File: src/rtl/pc_unit.sv
// Program-counter unit: priority next-PC selection (trap > redirect > stall > RAS pop > +4)
// with a circular return-address stack and optional two-phase update gating.
module pc_unit #(
    parameter int              XLEN         = 32,
    parameter logic [XLEN-1:0] RESET_VECTOR = '0,
    parameter logic [XLEN-1:0] TRAP_VECTOR  = XLEN'(4),
    parameter int              RAS_DEPTH    = 4,
    parameter bit              PHASED       = 1'b1
) (
    input  logic            clk,
    input  logic            rst,
    input  logic            tick_tock,
    input  logic            stall,
    input  logic            trap,
    input  logic            redirect,
    input  logic [XLEN-1:0] redirect_pc,
    input  logic            ras_push,
    input  logic            ras_pop,
    output logic [XLEN-1:0] pc_out,
    output logic [XLEN-1:0] pc_plus4,
    output logic [XLEN-1:0] ras_top,
    output logic            ras_empty,
    output logic            ras_full
);

    localparam int PTR_W = (RAS_DEPTH > 1) ? $clog2(RAS_DEPTH) : 1;
    localparam int CNT_W = $clog2(RAS_DEPTH + 1);
    localparam logic [CNT_W-1:0] FULL_CNT = CNT_W'(RAS_DEPTH);

    logic [XLEN-1:0]  pc_q, pc_d;
    logic [PTR_W-1:0] ptr_q, ptr_d, ptr_inc, ptr_dec;
    logic [CNT_W-1:0] count_q, count_d;
    logic [XLEN-1:0]  ras_q [RAS_DEPTH];
    logic [XLEN-1:0]  ras_d [RAS_DEPTH];
    logic             en;
    logic             do_pop;

    assign en        = PHASED ? ~tick_tock : 1'b1;
    assign pc_plus4  = pc_q + XLEN'(4);
    assign pc_out    = pc_q;
    assign ras_top   = ras_q[ptr_q];
    assign ras_empty = (count_q == '0);
    assign ras_full  = (count_q == FULL_CNT);
    // Power-of-two depth lets the pointer wrap naturally, so a full push overwrites the oldest entry.
    assign ptr_inc   = ptr_q + PTR_W'(1);
    assign ptr_dec   = ptr_q - PTR_W'(1);
    assign do_pop    = ras_pop && !ras_empty;

    // NOTE: every always_comb output gets a default first so no path can infer a latch.
    always_comb begin
        pc_d    = pc_q;
        ptr_d   = ptr_q;
        count_d = count_q;
        ras_d   = ras_q;
        if (en) begin
            if (trap) begin
                pc_d = TRAP_VECTOR;
            end else if (redirect) begin
                pc_d = redirect_pc;
            end else if (stall) begin
                pc_d = pc_q;
            end else if (do_pop && ras_push) begin
                pc_d         = ras_top;
                ras_d[ptr_q] = pc_plus4;
            end else if (do_pop) begin
                pc_d    = ras_top;
                ptr_d   = ptr_dec;
                count_d = count_q - CNT_W'(1);
            end else begin
                pc_d = pc_plus4;
                if (ras_push) begin
                    ras_d[ptr_inc] = pc_plus4;
                    ptr_d          = ptr_inc;
                    count_d        = ras_full ? count_q : count_q + CNT_W'(1);
                end
            end
        end
    end

    // NOTE: the RAS array is reset too, so ras_top reads a defined 0 straight after reset.
    always_ff @(posedge clk or posedge rst) begin
        if (rst) begin
            pc_q    <= RESET_VECTOR;
            ptr_q   <= '0;
            count_q <= '0;
            for (int i = 0; i < RAS_DEPTH; i++) begin
                ras_q[i] <= '0;
            end
        end else begin
            // NOTE: state registers use non-blocking assignment so all updates land together at the edge.
            pc_q    <= pc_d;
            ptr_q   <= ptr_d;
            count_q <= count_d;
            ras_q   <= ras_d;
        end
    end

endmodule

File: config.mk
export PLATFORM = sky130hd
export DESIGN_NAME = pc_unit
export DESIGN_NICKNAME = d
export VERILOG_FILES = /design/src/rtl/pc_unit.sv
export SDC_FILE = /design/constraint.sdc
export NUM_CORES = 1
export LEC_CHECK = 0
export BUFFER_PORTS_ARGS = -buffer_cell sky130_fd_sc_hd__buf_2
export CAP_MARGIN = 5
export CORE_ASPECT_RATIO = 0.8
export CORE_MARGIN = 8
export CORE_UTILIZATION = 54
export CTS_BUF_LIST = sky130_fd_sc_hd__clkbuf_4 sky130_fd_sc_hd__clkbuf_8 sky130_fd_sc_hd__clkbuf_16
export CTS_CLUSTER_SIZE = 14
export DETAILED_ROUTE_END_ITERATION = 7
export HOLD_SLACK_MARGIN = 0.02
export PLACE_DENSITY = 0.77
export SYNTH_ARGS = -nofsm -noshare
export SYNTH_HDL_FRONTEND = slang
export SYNTH_SLANG_ARGS = --single-unit
File: constraint.sdc
create_clock -name clk -period 14.05 [get_ports clk]
set_input_delay 0 -clock clk [delete_from_list [all_inputs] [get_ports clk]]
set_output_delay 0 -clock clk [all_outputs]
set_load 0.05 [all_outputs]
Word-level counts from Yosys, hierarchy flattened. Index checks and enable logic that the tools add are counted.

Output and inout port bits: 98. Word-level logic and storage cells: 61. Register bits after elaboration: 165. Input port bits: 40.

Order comparisons: 4. Bitwise logic cells: 7. Eq/ne operators: 4. Add/subtract/negate cells: 5. Muxes and demuxes: 22. Reduce and logical (&&, ||, !) cells: 12.

Operator list (count): 128-bit 2-to-1 mux (3); 32-bit 2-to-1 mux (9); 128-bit bitwise mux (2); 32-bit demux with 2-bit select (2); 32-bit binary-select mux with 2-bit select (1); 32-bit by 3-bit adder with 32-bit output, second input constant (1); 6-bit AND reduction (2); 3-bit 2-to-1 mux (3); 7-bit AND reduction (1); 3-bit >= comparator, second input constant (2); 3-bit by 1-bit < comparator with 1-bit output, second input constant (2); 2-bit NOT with 3-bit output (2); 1-bit NOT (5); 1-bit logical AND (4); 2-bit 2-to-1 mux (2); 2-bit by 1-bit inequality test with 1-bit output, second input constant (2); 2-bit nonzero test (2); 3-bit by 1-bit adder with 3-bit output, second input constant (1); 3-bit == test, second input constant (1); 3-bit logical NOT (1); 3-bit by 1-bit inequality test with 1-bit output, second input constant (1); 3-bit by 1-bit subtractor with 3-bit output, second input constant (1); 2-bit by 1-bit adder with 2-bit output, second input constant (1); 2-bit AND reduction (1); other kinds (2) (2).

Longest topological paths before layout. Gate-level depths: netlist of the first run.

Depth in word-level cells: 10. Mapped depth: 10. Gate-level depth less buffers: 7.

Least setup slack after synthesis of the first run. Ideal clock, no wire load.

Path type: register to register. From: register ptr_q[0]. To: register ras_q[96] in the netlist's numbering. Period minus slack after synthesis: 2.526 ns. Required time: 13.925 ns. Slack: 11.524 ns. Path buffers: 4. Cell stages (with the launch flop): 10. Data arrival time: 2.402 ns. Library setup time: 0.125 ns. Cell sequence: dfrtp_1 -> buf_2 -> buf_2 -> buf_2 -> inv_1 -> ha_1 -> mux2_2 -> nand2_1 -> clkbuf_1 -> mux2_2.

Word-level cells in the longest chain between the ends: 10. Elaborated cells on any way between the ends: 18. Those cells by class: 1 x add/sub; 4 x order compare; 9 x mux; 2 x bitwise; 2 x reduce/logical.

Ends and longest elaborated chain: start: declaration (RTL line 31) `logic [PTR_W-1:0] ptr_q, ptr_d, ptr_inc, ptr_dec;`; start signal: assignment (RTL line 92) `ptr_q <= ptr_d;`; 2-bit by 1-bit adder with 2-bit output (RTL line 45) `assign ptr_inc = ptr_q + PTR_W'(1);`; 2-bit NOT with 3-bit output (implied by the code) (RTL line 72) `ras_d[ptr_inc] = pc_plus4;`; 3-bit >= comparator (implied by the code) / 3-bit by 1-bit < comparator with 1-bit output (equally long branches) (RTL line 72); 1-bit logical AND (implied by the code) (RTL line 72); 32-bit 2-to-1 mux (implied by the code) (RTL line 72); 32-bit demux with 2-bit select (RTL line 72); 128-bit bitwise mux (RTL line 72); 128-bit 2-to-1 mux (RTL line 71) `if (ras_push) begin`; 128-bit 2-to-1 mux (RTL line 65) `end else if (do_pop) begin`; 128-bit 2-to-1 mux (*) (RTL line 62) `end else if (do_pop && ras_push) begin`; end signal: assignment (RTL line 94) `ras_q <= ras_d;`; end: declaration (RTL line 33) `logic [XLEN-1:0] ras_q [RAS_DEPTH];`.

Mark *: on every way between the ends. The rest lies on a longest branch, timed or not. The select of a mux whose other input is x is not followed. A chain may end at the register's enable or synchronous reset.

Worst setup path after layout of the first run.
From: register count_q[0]. To: register ras_q[35] in the netlist's numbering.

Word-level cells in the longest chain between the ends: 6. Elaborated cells on any way between the ends: 8. Those cells by class: 1 x eq/ne; 1 x mux; 6 x reduce/logical.

Ends and longest elaborated chain: start: declaration (RTL line 32) `logic [CNT_W-1:0] count_q, count_d;`; start signal: assignment (RTL line 93) `count_q <= count_d;`; 3-bit logical NOT (*) (RTL line 42) `assign ras_empty = (count_q == '0);`; 1-bit logical NOT (*) (RTL line 47) `assign do_pop = ras_pop && !ras_empty;`; 1-bit logical AND (*) (RTL line 47); 1-bit logical AND (RTL line 62); 2-bit by 1-bit inequality test with 1-bit output (no source line) / 2-bit nonzero test (equally long branches); 6-bit AND reduction (no source line).

Mark *: on every way between the ends. The rest lies on a longest branch, timed or not.

==> results of run 1 <==
## power by group
group / switching (mW) / internal, mW / total (mW)
Combinational: 0.438 / 0.203 / 0.642
Sequential: 0.0726 / 0.570 / 0.643
Clock: 0.186 / 0.260 / 0.445
Total: 0.697 / 1.03 / 1.73
## metal layers
metal,GRT usage,routed length [um],vias to the layer above,share of wire
met2,0.394,11200,305,0.47
met3,0.0637,1910,33,0.079
met1,0.330,10500,3501,0.43
met4,0.0849,473,0,0.020
met5,0,0,-,0
li1,-,-,3241,-
## final timing paths
path,depth (start not counted),to,slack (ns),start
setup / recovery,7,ras_q[35],10.68,count_q[0]
hold / removal,4,pc_out[15],0.04,redirect_pc[15]
setup reg to reg,7,ras_q[35],10.68,count_q[0]
hold reg to reg,2,ras_q[16],0.48,ras_q[16]
max in group asynchronous,4,ptr_q[1],12.22,rst
min in group asynchronous,3,pc_out[25],0.27,rst
## layout make-up
class,instances,area share
well taps,210,0.0260
flip-flops and latches,165,0.409
repair buffers,184,0.112
clock buffers,22,0.0477
inverters,37,0.0142
multi-input cells,566,0.383
clock inverters,9,0.00780
## synthesized netlist by cell type, types with 2 or more instances
| master | number | area (um^2) |
|---|---|---|
| dfrtp_1 | 165 | 4130 |
| nand2_1 | 154 | 578 |
| o21ai_0 | 135 | 676 |
| clkbuf_1 | 41 | 154 |
| inv_1 | 37 | 139 |
| mux4_2 | 32 | 721 |
| nor2_1 | 26 | 97.6 |
| xnor2_1 | 20 | 175 |
| buf_2 | 18 | 90.1 |
| mux2_2 | 15 | 169 |
| a21oi_1 | 12 | 60.1 |
| nand3_1 | 12 | 60.1 |
| and3_1 | 11 | 68.8 |
| nand4_1 | 11 | 68.8 |
| xor2_1 | 11 | 96.3 |
| a22o_1 | 9 | 78.8 |
| and4_1 | 9 | 78.8 |
| o41ai_1 | 8 | 70.1 |
| a22oi_1 | 7 | 52.6 |
| ha_1 | 7 | 87.6 |
| o21ai_1 | 6 | 30.0 |
| and2_1 | 5 | 31.3 |
| o22ai_1 | 5 | 31.3 |
| o31ai_1 | 5 | 37.5 |
| a32o_1 | 4 | 40.0 |
| a32oi_1 | 4 | 35.0 |
| nand2b_1 | 4 | 25.0 |
| nor3_1 | 4 | 20.0 |
| o211ai_1 | 4 | 30.0 |
| a211oi_1 | 3 | 22.5 |
| a221oi_1 | 3 | 26.3 |
| o21a_1 | 3 | 22.5 |
| o311ai_0 | 3 | 26.3 |
| or4_1 | 3 | 22.5 |
| a21o_1 | 2 | 15.0 |
| buf_4 | 2 | 15.0 |
| buf_6 | 2 | 22.5 |
| mux2_1 | 2 | 22.5 |
| nand4_2 | 2 | 25.0 |
| nor4_1 | 2 | 12.5 |
| o2bb2ai_1 | 2 | 17.5 |
## per-stage QoR
step	std cells	utilization	area, um^2	worst slack [ns]
after global placement	1123	0.605	9150	10.83
after floorplan	832	-	8400	9.59
after CTS	1193	0.668	10100	10.72
after global routing	1193	0.668	10100	10.53
after detailed placement	1123	0.605	9150	10.72
final	1193	0.668	10100	10.68
## logic make-up (layout without fill, tap and decap cells)
kind of cell             count (synthesis)  in the layout
flip-flops                             165            165
AND/OR/NAND/NOR                        252            252
AO/OA/AOI/OAI                          224            224
XOR/XNOR                                32             32
multiplexers                            50             50
adder cells (fa/ha/maj)                  8              8
buffers and inverters                  101            252
## flip-flops by register name, indices dropped and copies added (netlist names)
register / flops
ptr_q: 2
pc_out: 32
ras_q: 128
count_q: 3
## critical path: cells and delay by family, from the launching register on
kind / cells / cell delay, ns
AO/OA/AOI/OAI: 1 / 0.11
buffers and inverters: 3 / 1.04
flip-flops: 1 / 0.47
multiplexers: 2 / 0.82
AND/OR/NAND/NOR: 1 / 0.80
==> impl_metrics.prom, run 1 <==
# TYPE chip_impl_metric gauge
chip_impl_info{name="outcome",value="completed"} 1
chip_impl_metric{name="ctsHtreeMaxLevel",unit=""} 4
chip_impl_metric{name="io-pin-count",unit=""} 138
chip_impl_metric{name="clock_skew",unit="ns"} 0.00909
chip_impl_info{name="critPathLaunchType",value="flop"} 1
chip_impl_metric{name="avgRoutedWirePerCell",unit="um"} 20.2
chip_impl_metric{name="final_antenna_net_count",unit=""} 0
chip_impl_info{name="timing_worst_setup_path_type",value="flop to flop"} 1
chip_impl_metric{name="drt_pre_antenna_iters",unit=""} 5
chip_impl_info{name="layout.cells.most_common",value="dfrtp_1"} 1
chip_impl_metric{name="globalRouteOverflowTotal",unit=""} 0
chip_impl_metric{name="die_w",unit="um"} 155
chip_impl_metric{name="design.die.area",unit="um^2"} 19800
chip_impl_metric{name="power_per_cell_area",unit="nW/um^2"} 171
chip_impl_metric{name="synth.area.mux_share",unit=""} 0.110
chip_impl_metric{name="synth_compound_gate_area_share",unit=""} 0.161
chip_impl_metric{name="ctsHoldBuffers",unit=""} 39
chip_impl_metric{name="leakage",unit="nW"} 4.83
chip_impl_metric{name="period_minus_slack",unit="ns"} 3.37
chip_impl_metric{name="first_global_vias",unit=""} 7088
chip_impl_info{name="worst_path_max_delay_cell",value="nand2_2"} 1
chip_impl_metric{name="fillers",unit=""} 1209
chip_impl_metric{name="num_vias",unit=""} 7080
chip_impl_metric{name="drv_cap",unit=""} 0
chip_impl_metric{name="max_freq",unit="GHz"} 0.297
chip_impl_metric{name="critical_path.max_fanout",unit=""} 61
chip_impl_info{name="main_combinational_cell_family_by_area_after_synthesis",value="compound AO/OA/AOI/OAI gates"} 1
chip_impl_metric{name="area_of_the_multi_input_gates",unit="um^2"} 3870
chip_impl_metric{name="initial_core_util",unit=""} 0.556
chip_impl_metric{name="synth_async_sr_flop_share",unit=""} 1.00
chip_impl_metric{name="cts_num_sinks",unit=""} 165
chip_impl_metric{name="postCtsResizedCells",unit=""} 0
chip_impl_metric{name="final.period_utilization",unit=""} 0.240
chip_impl_info{name="tritoncts",value="done"} 1
chip_impl_metric{name="worst_setup_hold_path_clk_slew",unit="ns"} 0.06
chip_impl_metric{name="fp-row-count",unit=""} 40
chip_impl_metric{name="post-layout-total-power",unit="mW"} 1.73
chip_impl_metric{name="final-setup-viol-count",unit=""} 0
chip_impl_metric{name="synth_seq_cells",unit=""} 165
chip_impl_metric{name="synth_seq_area_share",unit=""} 0.491
chip_impl_metric{name="crit_path_max_incr_delay",unit="ns"} 0.80
chip_impl_metric{name="number_of_flops_mapped_to_enable_cells_by_yosys",unit=""} 0
chip_impl_info{name="hold_class",value="input port to flop"} 1
chip_impl_info{name="postSynth.topFlopCell",value="dfrtp_1"} 1
chip_impl_metric{name="synthAdderAreaFrac",unit=""} 0.0128
chip_impl_metric{name="synth_fp_nets",unit=""} 880
chip_impl_metric{name="synth-xor-area-share",unit=""} 0.0342
chip_impl_info{name="leading_cell_types_in_the_layout_fill_and_taps_excluded",value="dfrtp_1, nand2_1, buf_2, o21ai_0, dlygate4sd3_1"} 1
chip_impl_metric{name="wirelength",unit="um"} 24100
chip_impl_metric{name="buffer_ports.inserted",unit=""} 137
chip_impl_metric{name="relSlewSlack",unit=""} 0.148
chip_impl_metric{name="worst_ep_arrival_time",unit="ns"} 3.68
chip_impl_metric{name="hold_viol_final",unit=""} 0
chip_impl_metric{name="insertedDiodeCount",unit=""} 0
chip_impl_metric{name="tightest_slew",unit="ns"} 1.27
chip_impl_metric{name="maximum_number_of_pins_on_one_net_before_global_route_repair",unit=""} 85
chip_impl_metric{name="ff_latch_area",unit="um^2"} 4130
chip_impl_metric{name="share_of_cells_above_drive_strength_1",unit=""} 0.244
chip_impl_metric{name="grt_antenna_before_repair",unit=""} 0
chip_impl_metric{name="synth_cells",unit=""} 832
chip_impl_metric{name="hpwlAfterDp",unit="um"} 15700
chip_impl_metric{name="areaGrowthSynthToFinish",unit="%"} 20.2
chip_impl_metric{name="vdd_drop_max",unit="mV"} 0.109
chip_impl_metric{name="worst-endpoint-required",unit="ns"} 14.35
chip_impl_info{name="grt_setup_unrepaired",value="false"} 1
chip_impl_metric{name="design.core.area",unit="um^2"} 15100
chip_impl_metric{name="groute.usage.overall",unit=""} 0.250
chip_impl_metric{name="place_congestion",unit=""} 0.852
chip_impl_metric{name="totalNegativeSetupSlack",unit="ns"} 0
chip_impl_metric{name="synthSimpleGateAreaFrac",unit=""} 0.141
chip_impl_metric{name="synth_cell_types",unit=""} 63
chip_impl_metric{name="fin_worst_hold_slack",unit="ns"} 0.0378
chip_impl_metric{name="worstSkewPairLatency",unit="ns"} 0.42
chip_impl_metric{name="detail_route.iter0.violations",unit=""} 555
chip_impl_metric{name="yosysWarningCount",unit=""} 0
chip_impl_metric{name="numCtsBuffers",unit=""} 17
chip_impl_metric{name="drc_errors",unit=""} 0
chip_impl_metric{name="timing.final.max_slew_violations",unit=""} 0
chip_impl_metric{name="max_root_sink_buffers",unit=""} 2
chip_impl_metric{name="avgViaCountPerCell",unit=""} 5.93
chip_impl_info{name="worstPathCellList",value="o31ai_2 > buf_4 > inv_1 > buf_4 > mux2_2 > nand2_2 > mux2_2"} 1
chip_impl_metric{name="num-nets-final",unit=""} 1019
chip_impl_metric{name="synth_area_per_cell",unit="um^2"} 10.1
chip_impl_info{name="clock-root-buffer",value="clkbuf_16"} 1
chip_impl_metric{name="grt_first_pass_wirelength",unit="um"} 39000
chip_impl_metric{name="syn_area",unit="um^2"} 8400
chip_impl_metric{name="post_cts_setup_bufs",unit=""} 0
chip_impl_metric{name="die_height",unit="um"} 128
chip_impl_info{name="worstSetupEndpointType",value="flop"} 1
No activity file was read; power rests on OpenSTA's default activity.
==> run 2: changes to the inputs <==
CORE_UTILIZATION = 51   (was 54)
PLACE_DENSITY = 0.76   (was 0.77)
clock period = 3 ns   (was 14.05 ns; I/O delays follow)
==> impl_metrics.prom, run 2 (same netlist as run 1, synthesis figures left out) <==
# TYPE chip_impl_metric gauge
chip_impl_metric{name="ctsHtreeMaxLevel",unit=""} 4
chip_impl_info{name="layout.cells.most_common",value="dfrtp_1"} 1
chip_impl_metric{name="place_congestion",unit=""} 0.837
chip_impl_metric{name="worstSkewPairLatency",unit="ns"} 0.42
chip_impl_metric{name="buffer_ports.inserted",unit=""} 137
chip_impl_info{name="leading_cell_types_in_the_layout_fill_and_taps_excluded",value="dfrtp_1, nand2_1, buf_2, o21ai_0, inv_1"} 1
chip_impl_metric{name="worst_setup_hold_path_clk_slew",unit="ns"} 0.07
chip_impl_metric{name="num_vias",unit=""} 7207
chip_impl_metric{name="cts_num_sinks",unit=""} 165
chip_impl_metric{name="hold_viol_final",unit=""} 0
chip_impl_metric{name="drt_pre_antenna_iters",unit=""} 5
chip_impl_metric{name="leakage",unit="nW"} 4.96
chip_impl_metric{name="dp.cells",unit=""} 1153
chip_impl_metric{name="design.die.area",unit="um^2"} 20900
chip_impl_info{name="critPathLaunchType",value="flop"} 1
chip_impl_metric{name="relSlewSlack",unit=""} 0.270
chip_impl_info{name="cpMostUsedCell",value="and4_1"} 1
chip_impl_metric{name="finalWorstSetupSlack",unit="ns"} 0.169
chip_impl_metric{name="vdd_drop_max",unit="mV"} 0.355
chip_impl_info{name="tritoncts",value="done"} 1
chip_impl_info{name="register_with_the_most_flip_flops",value="ras_q"} 1
chip_impl_metric{name="avgViaCountPerCell",unit=""} 5.91
chip_impl_metric{name="avgRoutedWirePerCell",unit="um"} 20.5
chip_impl_metric{name="worst-endpoint-required",unit="ns"} 3.00
chip_impl_metric{name="stdcell_area",unit="um^2"} 10300
chip_impl_metric{name="fp-row-count",unit=""} 42
chip_impl_metric{name="worst_ep_arrival_time",unit="ns"} 2.83
chip_impl_metric{name="timing.critical_path.buf_inv",unit=""} 2
chip_impl_metric{name="drv_cap",unit=""} 0
chip_impl_metric{name="critical_path.max_fanout",unit=""} 9
chip_impl_metric{name="max_root_sink_buffers",unit=""} 2
chip_impl_info{name="hold_class",value="input port to flop"} 1
chip_impl_metric{name="wirelength",unit="um"} 24900
chip_impl_metric{name="timing.final.max_slew_violations",unit=""} 0
chip_impl_metric{name="design.core.area",unit="um^2"} 16300
chip_impl_metric{name="final.period_utilization",unit=""} 0.944
chip_impl_metric{name="max_freq",unit="GHz"} 0.353
chip_impl_metric{name="worstHoldPathCells",unit=""} 2
chip_impl_metric{name="drc_errors",unit=""} 0
chip_impl_metric{name="detailedPlace.worstSlack",unit="ns"} 0.614
chip_impl_metric{name="tightest_slew",unit="ns"} 1.09
chip_impl_metric{name="groute.usage.overall",unit=""} 0.247
chip_impl_info{name="grt_setup_unrepaired",value="false"} 1
chip_impl_metric{name="period_minus_slack",unit="ns"} 2.83
chip_impl_metric{name="numCtsBuffers",unit=""} 17
chip_impl_info{name="cpLargestDelayFamily",value="simple AND/OR/NAND/NOR gates"} 1
chip_impl_metric{name="grt_first_pass_wirelength",unit="um"} 40200
chip_impl_metric{name="share_of_cells_above_drive_strength_1",unit=""} 0.263
chip_impl_metric{name="insertedDiodeCount",unit=""} 0
chip_impl_metric{name="hpwlAfterDp",unit="um"} 17100
chip_impl_metric{name="post_cts_setup_bufs",unit=""} 0
chip_impl_metric{name="first_global_vias",unit=""} 7217
chip_impl_info{name="worst_path_max_delay_cell",value="and4_1"} 1
chip_impl_info{name="worstSetupEndpointType",value="output pin"} 1
chip_impl_metric{name="die_w",unit="um"} 160
chip_impl_metric{name="globalRouteOverflowTotal",unit=""} 0
chip_impl_info{name="worstPathCellList",value="and4_1 > and4_1 > nand2_1 > xnor2_1 > inv_1 > buf_2"} 1
chip_impl_metric{name="crit_path_max_incr_delay",unit="ns"} 0.53
chip_impl_info{name="outcome",value="completed"} 1
chip_impl_metric{name="grt_antenna_before_repair",unit=""} 0
chip_impl_metric{name="initial_core_util",unit=""} 0.514
chip_impl_info{name="clock-root-buffer",value="clkbuf_16"} 1
chip_impl_info{name="reg2reg_start",value="ptr_q[0]"} 1
chip_impl_metric{name="placedInstanceArea",unit="um^2"} 9360
chip_impl_metric{name="final_cells",unit=""} 1219
chip_impl_info{name="worstHoldStart",value="trap"} 1
chip_impl_metric{name="reg2reg_depth",unit=""} 7
chip_impl_metric{name="areaGrowthSynthToFinish",unit="%"} 23.2
chip_impl_info{name="hold_path_end",value="pc_out[5]"} 1
chip_impl_metric{name="final_antenna_net_count",unit=""} 0
chip_impl_metric{name="maximum_number_of_pins_on_one_net_before_global_route_repair",unit=""} 50
chip_impl_metric{name="detail_route.iter0.violations",unit=""} 756
chip_impl_metric{name="reg2reg_slack",unit="ns"} 0.39
chip_impl_metric{name="num-nets-final",unit=""} 1034
chip_impl_metric{name="post-layout-total-power",unit="mW"} 8.45
chip_impl_info{name="timing_worst_setup_path_type",value="flop to output pin"} 1
chip_impl_info{name="r2r_end",value="pc_out[3]"} 1
chip_impl_metric{name="totalNegativeSetupSlack",unit="ns"} 0
chip_impl_metric{name="largest_reg_flops",unit=""} 128
chip_impl_metric{name="die_height",unit="um"} 131
chip_impl_metric{name="clock_skew",unit="ns"} 0.0110
chip_impl_metric{name="final-setup-viol-count",unit=""} 0
chip_impl_metric{name="power_per_cell_area",unit="nW/um^2"} 817
chip_impl_metric{name="io-pin-count",unit=""} 138
==> run 2: per-layer routing <==
| metal | vias to the layer above | wire (um) | global-route usage | part of all wire |
|---|---|---|---|---|
| met1 | 3537 | 10900 | 0.332 | 0.44 |
| met3 | 47 | 2100 | 0.0611 | 0.084 |
| li1 | 3269 | - | - | - |
| met5 | - | 0 | 0 | 0 |
| met4 | 0 | 665 | 0.0919 | 0.027 |
| met2 | 354 | 11300 | 0.385 | 0.45 |
==> run 2: where the power goes <==
group	total (mW)	internal, mW	switching (mW)
logic	3.01	0.995	2.02
clock network	2.36	1.48	0.876
registers	3.08	2.67	0.409
==> run 2: cell type report <==
cell class | instances | area (um^2)
Clock buffer | 24 | 490
Clock inverter | 8 | 148
Fill cell | 1287 | 5990
Inverter | 37 | 143
Multi-Input combinational cell | 566 | 3880
Sequential cell | 165 | 4130
Tap cell | 220 | 275
Timing Repair Buffer | 199 | 1290
==> run 2: metrics by stage <==
stage / hold WS, ns / util
floorplan: 0.100 / -
global placement: 0.0615 / 0.573
detailed placement: 0.0688 / 0.573
CTS: 0.0205 / 0.633
global route: 0.0349 / 0.633
finish: 0.0401 / 0.633
==> run 2: what timing repair did <==
action                                 4_1_cts  5_1_grt
gates resized for setup                      0        2
setup endpoints to repair                    0        3
hold buffers                                34        0
endpoints found under the hold margin      137        0
==> run 2: how the worst max path moves through the flow <==
stage / start / end / slack [ns] / cells after the start
5_1_grt: pc_out[7] / pc_plus4[23] / 0.03 / 6
3_5_place_dp: pc_out[2] / ras_q[56] / 0.61 / 6
2_1_floorplan: ptr_q[0] / ras_q[96] / 0.47 / 9
6_report: pc_out[7] / pc_plus4[23] / 0.17 / 6
3_3_place_gp: pc_out[2] / ras_q[26] / 0.68 / 6
4_1_cts: pc_out[2] / pc_plus4[24] / 0.19 / 7
